### src/rtl/periodo_pkg.sv
// periodo_pkg: shared timing constants and FSM states for the period generator
package periodo_pkg;
  localparam int CLK_POR_US = 50;
  localparam int PERIODO_MIN_US = 2;
  localparam int PERIODO_MAX_US = 1000;
  localparam int ANCHO_PRE = 6;
  localparam logic [ANCHO_PRE-1:0] PRE_FIN = ANCHO_PRE'(CLK_POR_US - 1);
  typedef enum logic [1:0] {IDLE, ALTO, BAJO} estado_t;
endpackage

### src/rtl/prescaler_us.sv
// prescaler_us: divides clock_FPGA down to a one-cycle tick per microsecond
module prescaler_us
  import periodo_pkg::*;
(
  input  logic clock_FPGA,
  input  logic reset,
  input  logic limpiar,
  output logic tick
);
  logic [ANCHO_PRE-1:0] cnt_q, cnt_d;
  assign tick = cnt_q == PRE_FIN;
  // wrap at terminal count; a clear realigns the microsecond grid to the caller
  always_comb cnt_d = (limpiar || tick) ? '0 : cnt_q + 1'b1;
  // count register
  always_ff @(posedge clock_FPGA) cnt_q <= reset ? '0 : cnt_d;
endmodule

### src/rtl/generador_periodo.sv
// generador_periodo: square wave with a microsecond-programmed period, updated only at period boundaries
module generador_periodo
  import periodo_pkg::*;
#(
  parameter int ANCHO = 12
) (
  input  logic             clock_FPGA,
  input  logic             reset,
  input  logic [ANCHO-1:0] periodo_us,
  input  logic             cargar,
  input  logic             habilitar,
  output logic             onda,
  output logic             pulso_flanco,
  output logic [ANCHO-1:0] periodo_activo,
  output logic             error_periodo
);
  estado_t estado_q, estado_d;
  logic [ANCHO-1:0] us_q, us_d, activo_q, activo_d, pend_q, pend_d, alto, bajo, mitad;
  logic pend_f_q, pend_f_d, onda_q, flanco_q, error_q;
  logic tick, limpiar, valido, fin_mitad, fin_bajo, carga_pend;
  prescaler_us u_pre (
    .clock_FPGA(clock_FPGA),
    .reset(reset),
    .limpiar(limpiar),
    .tick(tick)
  );
  assign valido = periodo_us >= ANCHO'(PERIODO_MIN_US) && periodo_us <= ANCHO'(PERIODO_MAX_US);
  assign alto = activo_q >> 1;
  assign bajo = activo_q - alto;
  assign mitad = (estado_q == ALTO) ? alto : bajo;
  assign fin_mitad = tick && (us_q == mitad - 1'b1);
  assign fin_bajo = (estado_q == BAJO) && fin_mitad;
  assign carga_pend = cargar && valido && (estado_q != IDLE);
  assign limpiar = estado_d != estado_q;
  // next state: a started period always runs to the end of its low half
  always_comb begin
    estado_d = estado_q;
    if (estado_q == IDLE) estado_d = (habilitar && activo_q != '0) ? ALTO : IDLE;
    else if (fin_mitad) estado_d = (estado_q == ALTO) ? BAJO : (habilitar ? ALTO : IDLE);
  end
  // half-period counter plus active/pending period registers; boundary consumes old pending before a same-cycle load
  always_comb begin
    us_d = (limpiar || estado_q == IDLE) ? '0 : us_q + ANCHO'(tick);
    activo_d = (cargar && valido && estado_q == IDLE) ? periodo_us : (fin_bajo && pend_f_q) ? pend_q : activo_q;
    pend_d = carga_pend ? periodo_us : pend_q;
    pend_f_d = carga_pend ? 1'b1 : fin_bajo ? 1'b0 : pend_f_q;
  end
  // state, counters and registered outputs
  always_ff @(posedge clock_FPGA) begin
    if (reset) begin
      estado_q <= IDLE;
      us_q <= '0;
      activo_q <= '0;
      pend_q <= '0;
      pend_f_q <= 1'b0;
      onda_q <= 1'b0;
      flanco_q <= 1'b0;
      error_q <= 1'b0;
    end else begin
      estado_q <= estado_d;
      us_q <= us_d;
      activo_q <= activo_d;
      pend_q <= pend_d;
      pend_f_q <= pend_f_d;
      onda_q <= estado_d == ALTO;
      flanco_q <= (estado_d == ALTO) && (estado_q != ALTO);
      error_q <= cargar && !valido;
    end
  end
  assign onda = onda_q;
  assign pulso_flanco = flanco_q;
  assign periodo_activo = activo_q;
  assign error_periodo = error_q;
endmodule
### config.mk
export PLATFORM = sky130hd
export DESIGN_NAME = generador_periodo
export DESIGN_NICKNAME = d
export VERILOG_FILES = /design/src/rtl/periodo_pkg.sv /design/src/rtl/prescaler_us.sv /design/src/rtl/generador_periodo.sv
export SDC_FILE = /design/constraint.sdc
export NUM_CORES = 1
export LEC_CHECK = 0
export ABC_AREA = 0
export CAP_MARGIN = 20
export CORE_MARGIN = 5
export CORE_UTILIZATION = 55
export DETAILED_ROUTE_END_ITERATION = 6
export DONT_BUFFER_PORTS = 1
export HOLD_SLACK_MARGIN = 0.06
export PLACE_DENSITY = 0.8
export SYNTH_ARGS = -nofsm -noshare
export SYNTH_HDL_FRONTEND = slang
export SYNTH_SLANG_ARGS = --single-unit
### constraint.sdc
create_clock -name clock_FPGA -period 3.5 [get_ports clock_FPGA]
set_clock_uncertainty 0.1 [all_clocks]
set_input_delay 0.7 -clock clock_FPGA [delete_from_list [all_inputs] [get_ports clock_FPGA]]
set_output_delay 0.7 -clock clock_FPGA [all_outputs]
set_load 0.005 [all_outputs]
## After elaboration in Yosys (flattened, before gate mapping)

Index checks and enable logic that the tools add are counted.

- Register bits after elaboration: 48
- Input bits: 16
- Output and inout bits: 15
- Word-level logic and storage cells: 52

- $add $sub $neg: 4
- $lt $le $gt $ge: 2
- Equality and inequality tests: 7
- Multiplexer cells: 10
- Reductions and logical operators: 20

Operator list:

| cell | count |
|---|---|
| 12-bit 2-to-1 mux | 3 |
| 12-bit by 1-bit adder with 12-bit output | 1 |
| 12-bit == test | 1 |
| 12-bit by 2-bit greater-or-equal comparator with 1-bit output, second input constant | 1 |
| 12-bit by 10-bit <= comparator with 1-bit output, second input constant | 1 |
| 12-bit nonzero test | 1 |
| 12-bit by 1-bit subtractor with 12-bit output, second input constant | 1 |
| 12-bit by 11-bit subtractor with 12-bit output | 1 |
| 1-bit logical AND | 10 |
| 6-bit by 1-bit adder with 6-bit output, second input constant | 1 |
| 6-bit == test, second input constant | 1 |
| 2-bit 2-to-1 mux | 3 |
| 2-bit nonzero test | 3 |
| 2-bit by 1-bit == test with 1-bit output, second input constant | 2 |
| 1-bit 2-to-1 mux | 4 |
| 2-bit OR reduction | 2 |
| 2-bit == test, second input constant | 1 |
| 2-bit zero test | 1 |
| 1-bit logical OR | 2 |
| 2-bit by 1-bit != test with 1-bit output, second input constant | 1 |
| 2-bit != test | 1 |
| 1-bit zero test | 1 |

## Depth between registers and ports, before layout

- Word-level depth: 10
- Depth in mapped cells: 17

## Modules after synthesis

A second synthesis with hierarchy kept.

- Cells, all modules: 435
- Area, all modules: 3593.4 um^2

By module, submodules not included:

| module | instances | cells an instance | area each (um^2) | sequential area each (um^2) |
|---|---|---|---|---|
| generador_periodo | 1 | 407 | 3308.2 | 840.8 |
| prescaler_us | 1 | 28 | 285.3 | 120.1 |

## Worst setup path after synthesis

OpenSTA, ideal clock, no wires.

- Path kind: register to register
- Start: reg activo_q[2], in the netlist periodo_activo[2]
- End: reg activo_q[3], in the netlist periodo_activo[3]
- Setup time: 0.135 ns
- Arrival time: 3.540 ns
- Slack: -0.275 ns
- Stages on the path, launching flop included: 15
- Clock period less this slack: 3.775 ns
- Cell sequence: dfxtp_1 inv_1 ha_1 nor3b_1 or4_4 a211oi_4 a22oi_2 nor4b_4 mux2i_1 mux2i_1 mux2_4 nor4_4 buf_6 mux2i_1 a211oi_1

- Longest elaborated chain between the ends: 8

Ends and longest elaborated chain:

| element | RTL line | source |
|---|---|---|
| from (decl) | generador_periodo.sv:18 | `logic [ANCHO-1:0] us_q, us_d, activo_q, activo_d, pend_q, pend_d, alto, bajo, mitad;` |
| from (signal assigned) | generador_periodo.sv:62 | `activo_q <= activo_d;` |
| 12-bit by 11-bit subtractor with 12-bit output | generador_periodo.sv:29 | `assign bajo = activo_q - alto;` |
| 12-bit 2-to-1 mux (*) | generador_periodo.sv:30 | `assign mitad = (estado_q == ALTO) ? alto : bajo;` |
| 12-bit by 1-bit subtractor with 12-bit output (*) | generador_periodo.sv:31 | `assign fin_mitad = tick && (us_q == mitad - 1'b1);` |
| 12-bit == test (*) | generador_periodo.sv:31 |  |
| 1-bit logical AND (*) | generador_periodo.sv:31 |  |
| 1-bit logical AND (*) | generador_periodo.sv:32 | `assign fin_bajo = (estado_q == BAJO) && fin_mitad;` |
| 1-bit logical AND (*) | generador_periodo.sv:44 | `activo_d = (cargar && valido && estado_q == IDLE) ? periodo_us : (fin_bajo && pend_f_q) ? pend_q : activo_q;` |
| 2-bit nonzero test (no source line) (*) | n/a |  |

Every way passes the cells marked *; elsewhere a longest branch is shown, timed or not.
A chain may end at the register's enable or synchronous reset.

## Worst setup path in the final report

- Start: reg activo_q[1], in the netlist periodo_activo[1]
- End: reg activo_q[6], in the netlist periodo_activo[6]

Same word-level chain as after synthesis.

==> results.txt <==
outcome -> finished, violations left
violated checks -> negative setup slack
hold_buf cts -> 0
WHS Path Cells -> 1
worst path cell trace -> ha_4 -> fa_2 -> buf_6 -> xor2_4 -> nor4b_2 -> buf_4 -> nand3_4 -> a211oi_4 -> o2111ai_2 -> xnor2_2 -> nand4_1 -> nor4_4 -> buf_12 -> buf_8 -> mux2i_2 -> a211oi_2
Die ar. -> 0.007879 sq mm
DR DRC count -> 0
Top FF cell, synth -> dfxtp_1
layout cells sized above 1 -> 35.92%
min Tclk post-route -> 3.992 ns
Mean Syn Cell Area -> 8.488 sq um
leakage power -> 1.876 nW
final slew viol count -> 0
FMAX -> 0.2505 GHz
register-to-register path setup slack -> -0.49 ns
crit path max-delay cell type -> fa_2
CTS tree -> yes
Clk network pwr share -> 16.7%
starting DRC count in detailed routing -> 440
vias in the first global route -> 3,581
Die Y -> 88.77 um
Net Sw Frac -> 39.47%
Power Density -> 469.5 mW/mm^2
Hold WS -> 0.3419 ns
Combinational Power Share -> 55.7%
Crit Path Max Fanout -> 6
Final period util -> 114.1%
async set or reset register ratio after synthesis -> 0%
syn nets -> 441
max_cap viols -> 0
Root Buffer Master -> clkbuf_8
Peak VDD IR -> 0.0004064 V
num rows -> 28
routed vias/inst -> 6.548
NumNets Final -> 514
number of library cell types mapped by synthesis -> 69
worst skew pair latency -> 0.32 ns
min-delay worst type -> in2reg
hold path startpoint -> reset
Detail Placement HPWL -> 6.748 mm
Worst R2R Start -> periodo_activo[1]$_SDFFE_PP0P_
Total Wirelength -> 11.70 mm
Multi-input gate area -> 0.002625 sq mm
Area Growth Syn to Fin -> 33.37%
final core occ -> 75.96%
max incr delay on CP -> 0.40 ns
Req. time, crit path -> 3.61 ns
CTS clk-pin slew, worst paths -> 0.10 ns
Hold Path End -> periodo_activo[2]$_SDFFE_PP0P_
register area share after synthesis -> 28.16%
largest net degree at the start of global routing -> 34
initial antenna violation count -> 0
CP arrival -> 4.10 ns
Critical Path End Type -> flop
P_int -> 1.293 mW
Filler cells -> 321
FF+latch area -> 975.9 sq um
CP bufs+invs -> 4
Initial Util -> 56.95%
Mapped Area -> 0.003412 sq mm
Psw -> 0.8433 mW
Core Area -> 0.005991 sq mm
CTS max path bufs -> 2
Worst R2R End -> periodo_activo[6]$_SDFFE_PP0P_
post-DR wirelength/cell -> 21.24 um
sequential power share -> 27.6%
top cell family by delay on the critical path -> simple AND/OR/NAND/NOR gates
H-tree depth -> 2
Slew HR -> 51.26%
global-route wire length before repair -> 17.35 mm
number of synthesized flops with an enable pin -> 0
num ports -> 31
Yosys warning count -> 0
Seq cells post-synth -> 48
GR Overflow Total -> 0
Startpoint Class -> flop
CTS sink count -> 48
gpl congestion -> 0.8729
Buffers on Ports -> 0
Pre-Repair DR Iteration Count -> 7
r2r worst-path depth -> 16
CP Class -> reg2reg
Final Hold Fails -> 0
Post-Synthesis Cells -> 402
Final WS setup -> -0.4919 ns
Inserted Clock Buffers -> 5
RSZ-0062 raised after global routing -> true
Ant. Diodes -> 0
Antenna Nets Post-Route -> 0
# setup viols final -> 29
via count -> 3,608
DIE WIDTH -> 88.77 um
Worst-Margin Slew -> 0.7244 ns
GRT Total Usage -> 28.19%
==> registers in the layout, summed over array words and instances (netlist names) <==
name / flops
pend_q: 12
periodo_activo: 12
us_q: 12
u_pre.cnt_q: 6
estado_q: 2
error_periodo: 1
onda: 1
pend_f_q: 1
pulso_flanco: 1
==> metrics by stage <==
stage	cell area (sq um)	instances	TNS [ns]	total power, mW	setup WS, ns
floorplan	3507	402	-0.3451	1.202	-0.05952
global placement	3964	522	-3.267	1.439	-0.2052
detailed placement	3964	522	-8.027	1.469	-0.3589
CTS	4322	547	-4.943	1.942	-0.3084
global route	4551	551	-13.08	2.230	-0.6213
finish	4551	551	-9.785	2.137	-0.4919
==> synthesized netlist by cell type (10+ instances only) <==
master    count  area (sq um)
nor2_1       54         202.7
xor2_1       13         113.9
o21ai_0      11         55.05
nand2_1      18         67.56
inv_1        24         90.09
dfxtp_1      48         960.9
a211oi_1     10         75.07
nand3_1      14         70.07
xnor2_1      19         166.4
ha_1         22         275.3
a21oi_1      12         60.06
nor3_1       13         65.06
mux2i_1      26         260.3
==> final cells by class <==
cell class | count | area share, %
Multi-Input combinational cell | 315 | 57.69
Clock inverter | 3 | 0.5499
Sequential cell | 48 | 21.45
Inverter | 24 | 2.090
Tap cell | 75 | 2.062
Timing Repair Buffer | 81 | 14.65
Clock buffer | 5 | 1.512
==> how the worst max path moves through the flow <==
stage,endpoint,from,cells past startpoint,slack [ns]
floorplan,periodo_activo[4]$_SDFFE_PP0P_,periodo_activo[2]$_SDFFE_PP0P_,14,-0.06
global placement,periodo_activo[0]$_SDFFE_PP0P_,periodo_activo[1]$_SDFFE_PP0P_,15,-0.21
detailed placement,periodo_activo[0]$_SDFFE_PP0P_,periodo_activo[1]$_SDFFE_PP0P_,15,-0.36
CTS,periodo_activo[2]$_SDFFE_PP0P_,periodo_activo[3]$_SDFFE_PP0P_,16,-0.31
global route,periodo_activo[6]$_SDFFE_PP0P_,periodo_activo[1]$_SDFFE_PP0P_,16,-0.62
finish,periodo_activo[6]$_SDFFE_PP0P_,periodo_activo[1]$_SDFFE_PP0P_,16,-0.49
==> cells in the final DEF, fill, tap and decap left out, drive strengths merged, types with 3 or more instances in the layout <==
cell,n
inv,26
xor2,13
nor3b,5
buf,81
nor2b,7
a31oi,3
xnor2,19
o21ai,13
nor4,6
mux2i,26
nand3,14
ha,22
nor2,54
nand2b,3
nand4,7
o2111ai,3
a211oi,12
nor3,13
or4,4
o21a,3
dfxtp,48
a211o,3
a22oi,3
and2,3
a21oi,12
clkbuf,5
a21o,4
o31ai,5
nand2,18
and3,6
==> kinds of logic after synthesis <==
family                     count (synthesis)  synth area share, %
muxes                                     27                8.067
adders and majority gates                 23                8.654
AOI/OAI and AO/OA                         80                17.49
DFF                                       48                28.16
and+or+nand+nor                          153                24.02
xor gates and xnor gates                  32                8.214
buffers and inverters                     39                5.390
==> layer usage <==
layer	GRT usage [%]	vias to the layer above	wire length [um]
li1	-	1589	-
met1	31.94	1738	4504
met2	51.15	219	5892
met3	5.773	62	784
met4	11.40	0	524
met5	0	-	0
==> worst reg2reg max path, delay by kind of cell, from the launching register on <==
family          cells  cell delay (ns)
simple gates        4             0.89
buf+inv             4             0.66
xor+xnor            2             0.43
compound gates      3             0.62
mux                 1             0.23
flops               1             0.39
fa+ha+maj           2             0.57
==> power by group through the flow <==
stage          logic [mW]  clock network, mW  registers [mW]
6_report             1.19              0.357           0.590
5_1_grt              1.26              0.383           0.591
4_1_cts              1.00              0.353           0.586
3_5_place_dp        0.870                  0           0.599
3_3_place_gp        0.842                  0           0.598
2_1_floorplan       0.604                  0           0.598
==> what timing repair did <==
item                       4_1_cts  5_1_grt
setup endpoints to repair       29       29
buffers inserted                18        6
resized for setup               28       41
pin swaps                       19       15
No activity file was read; power rests on OpenSTA's default activity.
